$ cat src/rtl/seven_seg_pkg.sv
// Shared types, segment constants and helpers for the multiplexed seven-segment display.
package seven_seg_pkg;

    typedef logic [3:0] bcd_t;

    // Segment order is {g,f,e,d,c,b,a}, active high
    localparam logic [6:0] SEG_BLANK = 7'b0000000;
    localparam logic [6:0] SEG_DASH  = 7'b1000000;

    function automatic logic [6:0] seg_decode(input bcd_t digit);
        case (digit)
            4'd0:    return 7'b0111111;
            4'd1:    return 7'b0000110;
            4'd2:    return 7'b1011011;
            4'd3:    return 7'b1001111;
            4'd4:    return 7'b1100110;
            4'd5:    return 7'b1101101;
            4'd6:    return 7'b1111101;
            4'd7:    return 7'b0000111;
            4'd8:    return 7'b1111111;
            4'd9:    return 7'b1101111;
            default: return SEG_BLANK;
        endcase
    endfunction

    function automatic logic [63:0] pow10(input int n);
        logic [63:0] r;
        r = 64'd1;
        for (int i = 0; i < n; i++) r = r * 64'd10;
        return r;
    endfunction

endpackage

$ cat src/rtl/bin2bcd_seq.sv
// Sequential shift-add-3 binary to BCD converter, one input bit per cycle, MSB first.
module bin2bcd_seq
    import seven_seg_pkg::*;
#(
    parameter int VALUE_W    = 14,
    parameter int NUM_DIGITS = 4
) (
    input  logic                        clk,
    input  logic                        rst_n,
    input  logic                        start,
    input  logic [VALUE_W-1:0]          value,
    output logic                        busy,
    output logic                        done,
    output bcd_t [NUM_DIGITS-1:0]       bcd,
    output logic                        overflow
);

    localparam int          CNT_W = $clog2(VALUE_W);
    localparam int          BCD_W = 4 * NUM_DIGITS;
    localparam logic [63:0] LIMIT = pow10(NUM_DIGITS);

    logic                  r_busy;
    logic [CNT_W-1:0]      r_cnt;
    logic [VALUE_W-1:0]    r_bin;
    bcd_t [NUM_DIGITS-1:0] r_bcd;
    logic                  r_ovf;

    bcd_t [NUM_DIGITS-1:0] w_adj;
    bcd_t [NUM_DIGITS-1:0] w_next;
    logic                  w_last;

    always_comb begin
        // NOTE: default assignment first so every path drives w_adj; otherwise a latch is inferred
        w_adj = r_bcd;
        for (int i = 0; i < NUM_DIGITS; i++) begin
            if (r_bcd[i] >= 4'd5) w_adj[i] = r_bcd[i] + 4'd3;
        end
    end

    // The carry out of the top nibble is dropped; overflow already flags that range
    assign w_next = BCD_W'({w_adj, r_bin[VALUE_W-1]});
    assign w_last = (r_cnt == CNT_W'(VALUE_W - 1));

    always_ff @(posedge clk or negedge rst_n) begin
        if (!rst_n) begin
            r_busy <= 1'b0;
            r_cnt  <= '0;
            r_bin  <= '0;
            r_bcd  <= '0;
            r_ovf  <= 1'b0;
        end else if (!r_busy) begin
            if (start) begin
                // NOTE: non-blocking assignments so every register samples pre-edge values
                r_busy <= 1'b1;
                r_cnt  <= '0;
                r_bin  <= value;
                r_bcd  <= '0;
                r_ovf  <= (64'(value) >= LIMIT);
            end
        end else begin
            r_bin <= r_bin << 1;
            r_bcd <= w_next;
            r_cnt <= r_cnt + CNT_W'(1);
            if (w_last) r_busy <= 1'b0;
        end
    end

    // The final shift result is handed out combinationally so the commit lands on that same edge
    assign busy     = r_busy;
    assign done     = r_busy && w_last;
    assign bcd      = w_next;
    assign overflow = r_ovf;

endmodule

$ cat src/rtl/seven_seg_mux_display.sv
// Multi-digit time-multiplexed seven-segment driver with blanking, blink and overflow dash.
module seven_seg_mux_display
    import seven_seg_pkg::*;
#(
    parameter int NUM_DIGITS  = 4,
    parameter int VALUE_W     = 14,
    parameter int REFRESH_DIV = 100000,
    parameter int BLINK_TICKS = 250
) (
    input  logic                  clk,
    input  logic                  rst_n,
    input  logic [VALUE_W-1:0]    value,
    input  logic                  load,
    input  logic                  blank_lz,
    input  logic                  blink_en,
    output logic                  busy,
    output logic                  overflow,
    output logic [6:0]            seg,
    output logic [NUM_DIGITS-1:0] an
);

    localparam int IDX_W = (NUM_DIGITS > 1) ? $clog2(NUM_DIGITS) : 1;
    localparam int REF_W = $clog2(REFRESH_DIV);
    localparam int BLK_W = (BLINK_TICKS > 1) ? $clog2(BLINK_TICKS) : 1;

    logic                  w_busy;
    logic                  w_done;
    logic                  w_pend_ovf;
    bcd_t [NUM_DIGITS-1:0] w_bcd;

    bin2bcd_seq #(
        .VALUE_W    (VALUE_W),
        .NUM_DIGITS (NUM_DIGITS)
    ) u_conv (
        .clk      (clk),
        .rst_n    (rst_n),
        .start    (load),
        .value    (value),
        .busy     (w_busy),
        .done     (w_done),
        .bcd      (w_bcd),
        .overflow (w_pend_ovf)
    );

    bcd_t [NUM_DIGITS-1:0] r_digits;
    logic                  r_ovf;
    logic [REF_W-1:0]      r_refresh;
    logic [IDX_W-1:0]      r_index;
    logic [BLK_W-1:0]      r_blink_cnt;
    logic                  r_phase_on;
    logic [6:0]            r_seg;
    logic [NUM_DIGITS-1:0] r_an;

    logic                  w_wrap;
    logic [NUM_DIGITS-1:0] w_lz_mask;
    bcd_t                  w_digit;
    logic [6:0]            w_seg;

    assign w_wrap  = (r_refresh == REF_W'(REFRESH_DIV - 1));
    assign w_digit = r_digits[r_index];

    // A digit is a leading zero when it and every digit above it are zero; digit 0 never is
    always_comb begin
        logic zero_above;
        w_lz_mask  = '0;
        zero_above = 1'b1;
        for (int i = NUM_DIGITS - 1; i >= 1; i--) begin
            zero_above   = zero_above && (r_digits[i] == 4'd0);
            w_lz_mask[i] = zero_above;
        end
    end

    always_comb begin
        w_seg = seg_decode(w_digit);
        if (r_ovf)                              w_seg = SEG_DASH;
        else if (blank_lz && w_lz_mask[r_index]) w_seg = SEG_BLANK;
        if (blink_en && !r_phase_on)            w_seg = SEG_BLANK;
    end

    always_ff @(posedge clk or negedge rst_n) begin
        if (!rst_n) begin
            r_refresh   <= '0;
            r_index     <= '0;
            r_blink_cnt <= '0;
            r_phase_on  <= 1'b1;
        end else begin
            r_refresh <= w_wrap ? '0 : r_refresh + REF_W'(1);
            if (w_wrap) begin
                r_index <= (r_index == IDX_W'(NUM_DIGITS - 1)) ? '0 : r_index + IDX_W'(1);
                if (r_blink_cnt == BLK_W'(BLINK_TICKS - 1)) begin
                    r_blink_cnt <= '0;
                    r_phase_on  <= ~r_phase_on;
                end else begin
                    r_blink_cnt <= r_blink_cnt + BLK_W'(1);
                end
            end
        end
    end

    // seg and an are both registered from the same index, so they switch on the same edge
    always_ff @(posedge clk or negedge rst_n) begin
        if (!rst_n) begin
            // NOTE: the display register is reset because its contents are visible on the panel
            r_digits <= '0;
            r_ovf    <= 1'b0;
            r_seg    <= seg_decode(4'd0);
            r_an     <= NUM_DIGITS'(1);
        end else begin
            if (w_done) begin
                r_digits <= w_bcd;
                r_ovf    <= w_pend_ovf;
            end
            r_seg <= w_seg;
            r_an  <= NUM_DIGITS'(1) << r_index;
        end
    end

    assign busy     = w_busy;
    assign overflow = r_ovf;
    assign seg      = r_seg;
    assign an       = r_an;

endmodule

$ cat config.mk
export PLATFORM = sky130hd
export DESIGN_NAME = seven_seg_mux_display
export DESIGN_NICKNAME = d
export VERILOG_FILES = /design/src/rtl/seven_seg_pkg.sv /design/src/rtl/bin2bcd_seq.sv /design/src/rtl/seven_seg_mux_display.sv
export SDC_FILE = /design/constraint.sdc
export NUM_CORES = 1
export LEC_CHECK = 0
export BUFFER_PORTS_ARGS = -buffer_cell sky130_fd_sc_hd__buf_2
export CAP_MARGIN = 20
export CORE_ASPECT_RATIO = 1.5
export CORE_MARGIN = 2
export CORE_UTILIZATION = 42
export DETAILED_ROUTE_END_ITERATION = 7
export MAX_ROUTING_LAYER = met4
export PLACE_DENSITY = 0.67
export SLEW_MARGIN = 0
export SYNTH_ARGS = -nofsm -noshare
export SYNTH_HDL_FRONTEND = slang
export SYNTH_SLANG_ARGS = --single-unit
$ cat constraint.sdc
create_clock -name clk -period 1.9 [get_ports clk]
set_input_delay 0.285 -clock clk [delete_from_list [all_inputs] [get_ports clk]]
set_output_delay 0.285 -clock clk [all_outputs]
set_load 0.005 [all_outputs]
Word-level counts from Yosys, hierarchy flattened
Memories as Yosys holds them, arrays and structs flattened. Cells that the tools add are included.

Memories: 1. Register bits: 92. Bits in read-only memories: 112. Input port bits: 19.

Shift operators: 1. Reductions and logical operators: 12. Bitwise gates (word level): 2. Equality and inequality tests: 4. Add/subtract/negate cells: 8. Order comparisons: 6. Mux-type cells: 23.

Memories: (name not given) (depth 16, width 7, read ports 1, clocked after Yosys merged registers in 0, write ports 0, RTL line seven_seg_pkg.sv:11) `case (digit)`.

Operator list (number): 2-to-1 mux 16 bit (2); 2-to-1 mux 14 bit (2); 2-to-1 mux 4 bit (6); 2-to-1 mux 7 bit (3); adder 17 x 1 -> 17 bit (second input constant) (1); == test 17 bit (second input constant) (1); 2-to-1 mux 17 bit (1); >= comparator 4 x 3 -> 1 bit (second input constant) (4); >= comparator 14 bit (second input constant) (1); adder 4 x 2 -> 4 bit (second input constant) (3); logical NOT 4 bit (3); adder 8 x 1 -> 8 bit (second input constant) (1); binary-select mux 4 bit (select 2 bit) (1); == test 8 bit (second input constant) (1); 2-to-1 mux 8 bit (1); logical AND 1 bit (5); adder 4 x 1 -> 4 bit (second input constant) (1); == test 4 bit (second input constant) (1); 2-to-1 mux 1 bit (4); AND reduction 2 bit (2); left shift 1 x 2 -> 4 bit (first input constant) (1); adder 3 x 2 -> 3 bit (second input constant) (1); less-than comparator 2 x 3 -> 1 bit (second input constant) (1); 2-to-1 mux 3 bit (1); other kinds (7) (8).

Depth between registers and ports, before layout
Gate-level depths: netlist (run 1).

Word-level depth: 9. Depth in mapped cells: 8.

Hierarchy
Synthesis (run 1) repeated with hierarchy kept, for this count alone.

Cell total of the unflattened synthesis: 474. Area total of the unflattened synthesis: 4974.8 sq um.

Modules (own cells, without submodules): seven_seg_mux_display (cells each 238, instances 1, area each 2767.7 sq um); bin2bcd_seq (cells each 236, instances 1, area each 2207.1 sq um).

Worst setup path after synthesis (run 1)
Ideal clock, no wire load.

Kind: reg-to-reg. Start point: register r_index[0]. End point: register r_seg[3] (netlist: seg[3]). Required time: 1.821 ns. Path slack: 0.053 ns. Data arrival time: 1.769 ns. Path buffers: 1. Stages on the path, launching flop included: 7. Path through: dfrtp_1 -> buf_6 -> mux4_2 -> ha_1 -> or2_0 -> a21o_1 -> a21oi_1.

Longest elaborated chain between the ends: 6. Elaborated cells between the ends (all ways): 9. Those cells by class: 7 x mux; 1 x reduce/logical; 1 x memory.

RTL lines: start, declared (RTL line seven_seg_mux_display.sv:48) `logic [IDX_W-1:0] r_index;`; start signal, assigned (RTL line seven_seg_mux_display.sv:89) `r_index <= (r_index == IDX_W'(NUM_DIGITS - 1)) ? '0 : r_index + IDX_W'(1);`; binary-select mux 4 bit (select 2 bit) or binary-select mux 1 bit (select 2 bit) (tied branches) (RTL line seven_seg_mux_display.sv:60, seven_seg_mux_display.sv:76); 2-to-1 mux 4 bit (not written as such) or 2-to-1 mux 1 bit (tied branches) (RTL line seven_seg_mux_display.sv:60, seven_seg_mux_display.sv:76); memory (16 x 7 bit) or logical AND 1 bit (tied branches); 2-to-1 mux 7 bit * (RTL line seven_seg_mux_display.sv:76) `else if (blank_lz && w_lz_mask[r_index]) w_seg = SEG_BLANK;`; 2-to-1 mux 7 bit * (RTL line seven_seg_mux_display.sv:75) `if (r_ovf) w_seg = SEG_DASH;`; 2-to-1 mux 7 bit * (RTL line seven_seg_mux_display.sv:77) `if (blink_en && !r_phase_on) w_seg = SEG_BLANK;`; net w_seg[3] (RTL line seven_seg_mux_display.sv:57) `logic [6:0] w_seg;`; end signal, assigned (RTL line seven_seg_mux_display.sv:106) `r_seg <= seg_decode(4'd0);`; end signal, assigned (RTL line seven_seg_mux_display.sv:113) `r_seg <= w_seg;`; end, declared (RTL line seven_seg_mux_display.sv:51) `logic [6:0] r_seg;`.

The timed path passes the listed nets; every way through them passes the cells marked *. The select of a mux whose other input is x is not followed. A chain may end at the register's enable or synchronous reset.

Final worst setup path (run 1)
Start point: register r_refresh[0]. End point: register r_refresh[16].

Longest elaborated chain between the ends: 2. Elaborated cells between the ends (all ways): 3. Those cells by class: 1 x add/sub; 1 x eq/ne; 1 x mux.

RTL lines: start, declared (RTL line seven_seg_mux_display.sv:47) `logic [REF_W-1:0] r_refresh;`; start signal, assigned (RTL line seven_seg_mux_display.sv:87) `r_refresh <= w_wrap ? '0 : r_refresh + REF_W'(1);`; adder 17 x 1 -> 17 bit or == test 17 bit (tied branches) (RTL line seven_seg_mux_display.sv:87, seven_seg_mux_display.sv:59); 2-to-1 mux 17 bit * (RTL line seven_seg_mux_display.sv:87).

Every way passes the cells marked *; elsewhere a longest branch is shown, timed or not.

==> metrics.cfg, run 1 <==
[floorplan]
coreArea_um2 = 11000
fp.dieH_um = 134
rows = 47
fp.dieW_um = 90.4
ios = 32
die_area_um2 = 12100
initial_core_util = 0.428

[synthesis]
synth_area_leader_cell = dfrtp_1
synthDistinctLibCells = 53
synth.top_cells.by_area = dfrtp_1, mux2i_1, ha_1, dfstp_2, o21ai_0
netlist_area_um2 = 4710
synthesis.nets = 493
ys_ff_latch = 92
synth-edff-count = 0
synth-seq-area-share = 0.491
syn_avg_cell_area_um2 = 10.4
ys.flop_type = dfrtp_1
synthArstFlopShare = 1.00
syn_inst = 452
netlist_top_cells_count = dfrtp_1, nand2_1, o21ai_0
synth_most_common_cell = dfrtp_1
yosysTopAreaCellShare = 0.447
yosysWarningCount = 0

[routing]
wl_per_cell_um = 13.7
ant_nets = 0
met3WireLength_um = 266
viasPerCell = 5.23
firstDrtPassIters = 4
drc = 0
dr.max_layer_used = met4
vias = 3407
wl_met1_um = 3920
wl_met2_um = 4530
drtIter0Drc = 138
wl_um = 8890

[cts]
clk_pin_slew_ns = 0.06
clk_latency_ns = 0.34
root_buffer = clkbuf_16
cts_made_buffers = 9
cts_tree = built
cts.sinks = 92
h-tree-depth = 3
cts_buffer_depth = 2

[grt]
antenna_found_initial = 0
overflow = 0
grt_max_degree = 37
grtUsageTotal = 0.162
grt_pass1_vias = 3358
grt_pass1_wl_um = 15300

[layout]
nets = 540
drive_above_1_share = 0.204
syn_to_final_growth_pct = 17.3
nFillCells = 1014
fin_util = 0.502
n_antenna_cell = 0

[place]
gp_congestion = 0.873
place_hpwl_um = 6460
port_buffers = 31

[sta]
clock.fmax_ghz = 0.552
finalSetupTns_ns = 0
fin_crit_sh = 0.954
rsz0062_at_grt = true
finalCriticalPeriod_ns = 1.81
setup_viol = 0
slew_headroom = 0.726
worst_pin_slew_ns = 0.410
slew_viol_final = 0
hold_viol = 0
fin_skew_ns = 0.00882

[power_and_ir_drop]
p_leak_uw = 0.00257
ir_worst_vdd_v = 0.000884
p_per_area_nw_per_um2 = 1320

[critical_path]
crit_arrival_ns = 2.07
criticalPathCategory = reg2reg
end_kind = flop
start_kind = flop
cp_max_fo = 4
worst-endpoint-required_ns = 2.16
ff2ff_setup_slack_ns = 0.09

[job]
cap_viol_max_count = 0

[run_status]
status = finished, final reports clean

[min_path]
hold_path.class = in2reg

-- path summary, 6_finish.rpt --
check / startpoint / cells past startpoint / to
max: r_refresh[0]$_DFF_PN0_ / 6 / r_refresh[16]$_DFF_PN0_
max in group asynchronous: rst_n / 3 / r_refresh[9]$_DFF_PN0_
max reg2reg: r_refresh[0]$_DFF_PN0_ / 6 / r_refresh[16]$_DFF_PN0_
min reg2reg: u_conv.r_bin[7]$_DFFE_PN0P_ / 2 / u_conv.r_bin[8]$_DFFE_PN0P_
min in group asynchronous: rst_n / 2 / r_blink_cnt[0]$_DFFE_PN0N_
min: value[0] / 3 / u_conv.r_bin[0]$_DFFE_PN0P_
-- where the power goes --
| group | total [uW] | switching [uW] | internal, uW |
|---|---|---|---|
| sequential | 2980 | 438 | 2540 |
| combinational | 2340 | 1210 | 1130 |
| clock | 1980 | 755 | 1230 |
-- state kept, by name (all words and copies together), names as in the netlist, 2 cells and up --
name	count
u_conv.r_bcd	16
r_blink_cnt	8
seg	7
u_conv.r_cnt	4
u_conv.r_bin	14
r_digits	16
an	4
r_refresh	17
r_index	2
-- critical path: stages (launching register included) --
cell and delay (ns):
dfrtp_1 0.39, ha_2 0.21, and4_2 0.25, buf_4 0.13, nand3_1 0.11, or4_1 0.48
a21oi_1 0.16
-- cell type report --
class,instances,area [um^2],area share
sequential,92,2310,0.419
tap,147,184,0.0333
inverter,23,86.3,0.0156
clock buffer,11,253,0.0458
multi-input combinational,317,2240,0.406
timing repair buffer,56,360,0.0652
clock inverter,5,82.6,0.0150
-- layer usage --
metal,up-vias,global-route usage
li1,1682,-
met1,1659,0.188
met2,51,0.272
met3,15,0.0351
met4,0,0.0684
met5,-,-
-- through the flow --
step,cell area (um^2),setup WS [ns],instances,power (uW),hold slack (ns)
2_1_floorplan,4710,0.0526,452,4690,-0.0106
3_5_place_dp,5130,0.0787,631,5380,0.218
4_1_cts,5480,0.0619,648,7380,0.179
3_3_place_gp,5130,0.121,631,5240,0.221
5_1_grt,5520,-0.0142,651,7860,0.211
6_report,5520,0.0868,651,7310,0.194
-- placed cells by master (no fill, tap or decap), types with 5 or more instances in the layout --
cell type / count
xor2_1: 9
o31ai_1: 7
dfrtp_1: 83
nor3b_1: 13
ha_1: 21
buf_4: 24
dfstp_2: 8
nand2_1: 44
nor2_1: 20
mux2_2: 8
mux2i_1: 29
a21o_1: 5
buf_2: 30
nand4_1: 6
nand3_1: 14
xnor2_1: 11
nor3_1: 5
clkbuf_16: 9
o21ai_0: 38
inv_1: 22
nand2b_1: 19
a21oi_1: 18
-- logic make-up (layout without fill, tap and decap cells) --
logic type,Yosys count,in the layout,synth area share
buf+inv,43,95,0.0367
mux,41,41,0.0999
flops,92,92,0.491
xor+xnor,20,20,0.0372
fa+ha+maj,22,22,0.0585
compound gates,88,88,0.114
simple gates,146,146,0.163
-- timing repair --
item / in CTS / in global routing
gates resized for setup: 0 / 8
endpoints found under the setup margin: 0 / 10
hold endpoints to repair: 14 / 0
setup buffers: 0 / 3
hold buffers: 1 / 0
Note: power is estimated with default switching activity, not from simulation.
==> run 2, diff against run 1 <==
- MAX_ROUTING_LAYER: met4 -> unset
==> run 2 against run 1 <==
Against the previous run: utilization unchanged; maximum frequency down 0.26%; clock power about the same; wire length about the same; total power about the same; critical endpoint is now r_blink_cnt[4]$_DFFE_PN0N_; largest cell class unchanged; largest power group unchanged.
==> metrics.cfg, run 2 (same netlist as run 1, synthesis figures left out) <==
[run_status]
status = finished, final reports clean  ; unchanged

[sta]
setup_ws_ns = 0.0821  ; was 0.0868 ns
worst_pin_slew_ns = 0.411  ; was 0.410 ns
hold_viol = 0  ; unchanged
fin_skew_ns = 0.00837  ; was 0.00882 ns
finalCriticalPeriod_ns = 1.82  ; was 1.81 ns
rsz0062_at_grt = true  ; unchanged
setup_viol = 0  ; unchanged
slew_headroom = 0.725  ; was 0.726
fin_crit_sh = 0.957  ; was 0.954
clock.fmax_ghz = 0.550  ; was 0.552 GHz
slew_viol_final = 0  ; unchanged

[layout]
drive_above_1_share = 0.204  ; unchanged
n_antenna_cell = 0  ; unchanged
regMostFlops = r_refresh  ; unchanged
final_cell_mix = dfrtp_1, nand2_1, o21ai_0  ; unchanged
syn_to_final_growth_pct = 17.3  ; unchanged
layout_commonest_cell = dfrtp_1  ; unchanged
top_regs = r_refresh: 17 flops, r_digits: 16 flops, u_conv.r_bcd: 16 flops  ; unchanged
largest_register_ffs = 17  ; unchanged
nets = 540  ; unchanged

[grt]
grt_pass1_wl_um = 15300  ; about the same
grtUsageTotal = 0.157  ; was 0.162
overflow = 0  ; unchanged
grt_max_degree = 37  ; unchanged
antenna_found_initial = 0  ; unchanged
grt_pass1_vias = 3362  ; was 3358

[critical_path]
crit_buf_inv = 0  ; was 1
worst-endpoint-required_ns = 2.13  ; was 2.16 ns
end_kind = flop  ; unchanged
criticalPathCategory = reg2reg  ; unchanged
cp_max_fo = 6  ; was 4
crit_family = compound AO/OA/AOI/OAI gates  ; was simple AND/OR/NAND/NOR gates
worst_path_largest_cell_delay_ns = 0.50  ; was 0.48 ns
start_kind = flop  ; unchanged
worstPathCellList = ha_1 -> nor2b_2 -> nand4_1 -> a2111o_1 -> a32o_1  ; was ha_2 -> and4_2 -> buf_4 -> nand3_1 -> or4_1 -> a21oi_1
crit_arrival_ns = 2.05  ; was 2.07 ns
crit_path_top_delay_cell = a2111o_1  ; was or4_1

[cts]
root_buffer = clkbuf_16  ; unchanged
cts.sinks = 92  ; unchanged
h-tree-depth = 3  ; unchanged
cts_made_buffers = 9  ; unchanged
cts_buffer_depth = 2  ; unchanged
clk_latency_ns = 0.34  ; about the same
cts_tree = built  ; unchanged
clk_pin_slew_ns = 0.07  ; was 0.06 ns

[routing]
wl_um = 8900  ; was 8890 um
ant_nets = 0  ; unchanged
wl_per_cell_um = 13.7  ; about the same
viasPerCell = 5.24  ; was 5.23
vias = 3412  ; was 3407
drtIter0Drc = 159  ; was 138
drc = 0  ; unchanged
firstDrtPassIters = 4  ; unchanged

[power_and_ir_drop]
ir_worst_vdd_v = 0.000884  ; about the same
p_per_area_nw_per_um2 = 1320  ; about the same
p_total_uw = 7310  ; about the same
p_leak_uw = 0.00257  ; unchanged

[job]
cap_viol_max_count = 0  ; unchanged

[floorplan]
fp.dieW_um = 90.4  ; unchanged
initial_core_util = 0.428  ; unchanged
die_area_um2 = 12100  ; unchanged
fp.dieH_um = 134  ; unchanged
coreArea_um2 = 11000  ; unchanged
rows = 47  ; unchanged
ios = 32  ; unchanged

[place]
gp_congestion = 0.859  ; was 0.873
dp_slack_ns = 0.0787  ; unchanged
place_hpwl_um = 6460  ; unchanged
port_buffers = 31  ; unchanged

[min_path]
hold_path.class = in2reg  ; unchanged

## run 2: cell counts in the layout (fill, tap and decap cells not counted)
No cell type changed its count.
## run 2: path summary, 6_finish.rpt
kind | from | end | slack, ns | cells after the start
min in group asynchronous | rst_n | r_blink_cnt[0]$_DFFE_PN0N_ | 0.39 | 2
setup / recovery | r_blink_cnt[0]$_DFFE_PN0N_ | r_blink_cnt[4]$_DFFE_PN0N_ | 0.08 | 5
hold reg to reg | u_conv.r_bin[7]$_DFFE_PN0P_ | u_conv.r_bin[8]$_DFFE_PN0P_ | 0.49 | 2
hold / removal | value[0] | u_conv.r_bin[0]$_DFFE_PN0P_ | 0.19 | 3
setup reg to reg | r_blink_cnt[0]$_DFFE_PN0N_ | r_blink_cnt[4]$_DFFE_PN0N_ | 0.08 | 5
max in group asynchronous | rst_n | r_refresh[9]$_DFF_PN0_ | 0.93 | 3
## run 2: area by class of cell
cell class	instances	area, um^2
fillers	1014	5470
flip-flops and latches	92	2310
multi-input cells	317	2240
repair buffers	56	360
clock buffers	11	253
well taps	147	184
inverters	23	86.3
clock inverters	5	82.6
## run 2: repair_timing
| item | 4_1_cts | 5_1_grt |
|---|---|---|
| setup endpoints to repair | 0 | 10 |
| setup buffers | 0 | 3 |
| endpoints found under the hold margin | 14 | 0 |
| hold buffers | 1 | 0 |
| resized for setup | 0 | 8 |
## run 2: power breakdown
part,internal [uW],switching [uW],total [uW]
Clock,1230,754,1980
Sequential,2540,437,2980
Combinational,1130,1210,2340
Total,4900,2400,7310
## run 2: worst min-delay path, cell delays in order
cell and delay [ns]:
buf_2 0.08, mux2i_1 0.05, nor2_1 0.08
## run 2: per-layer routing
metal  vias to the layer above  GRT usage  share of wire
li1                       1683          -              -
met1                      1663      0.187           0.44
met2                        53      0.272           0.51
met3                        13     0.0368          0.029
met4                         0     0.0684          0.019
met5                         -          0              0
## run 2: metrics by stage
| stage | area [um^2] | util | std cells | hold WS, ns | TNS, ns |
|---|---|---|---|---|---|
| 6_report | 5520 | 0.502 | 651 | 0.193 | 0 |
| 5_1_grt | 5520 | 0.502 | 651 | 0.210 | -0.0142 |
| 4_1_cts | 5480 | 0.498 | 648 | 0.179 | 0 |
| 3_5_place_dp | 5130 | 0.467 | 631 | 0.218 | 0 |
| 3_3_place_gp | 5130 | 0.467 | 631 | 0.221 | 0 |
| 2_1_floorplan | 4710 | - | 452 | -0.0106 | 0 |
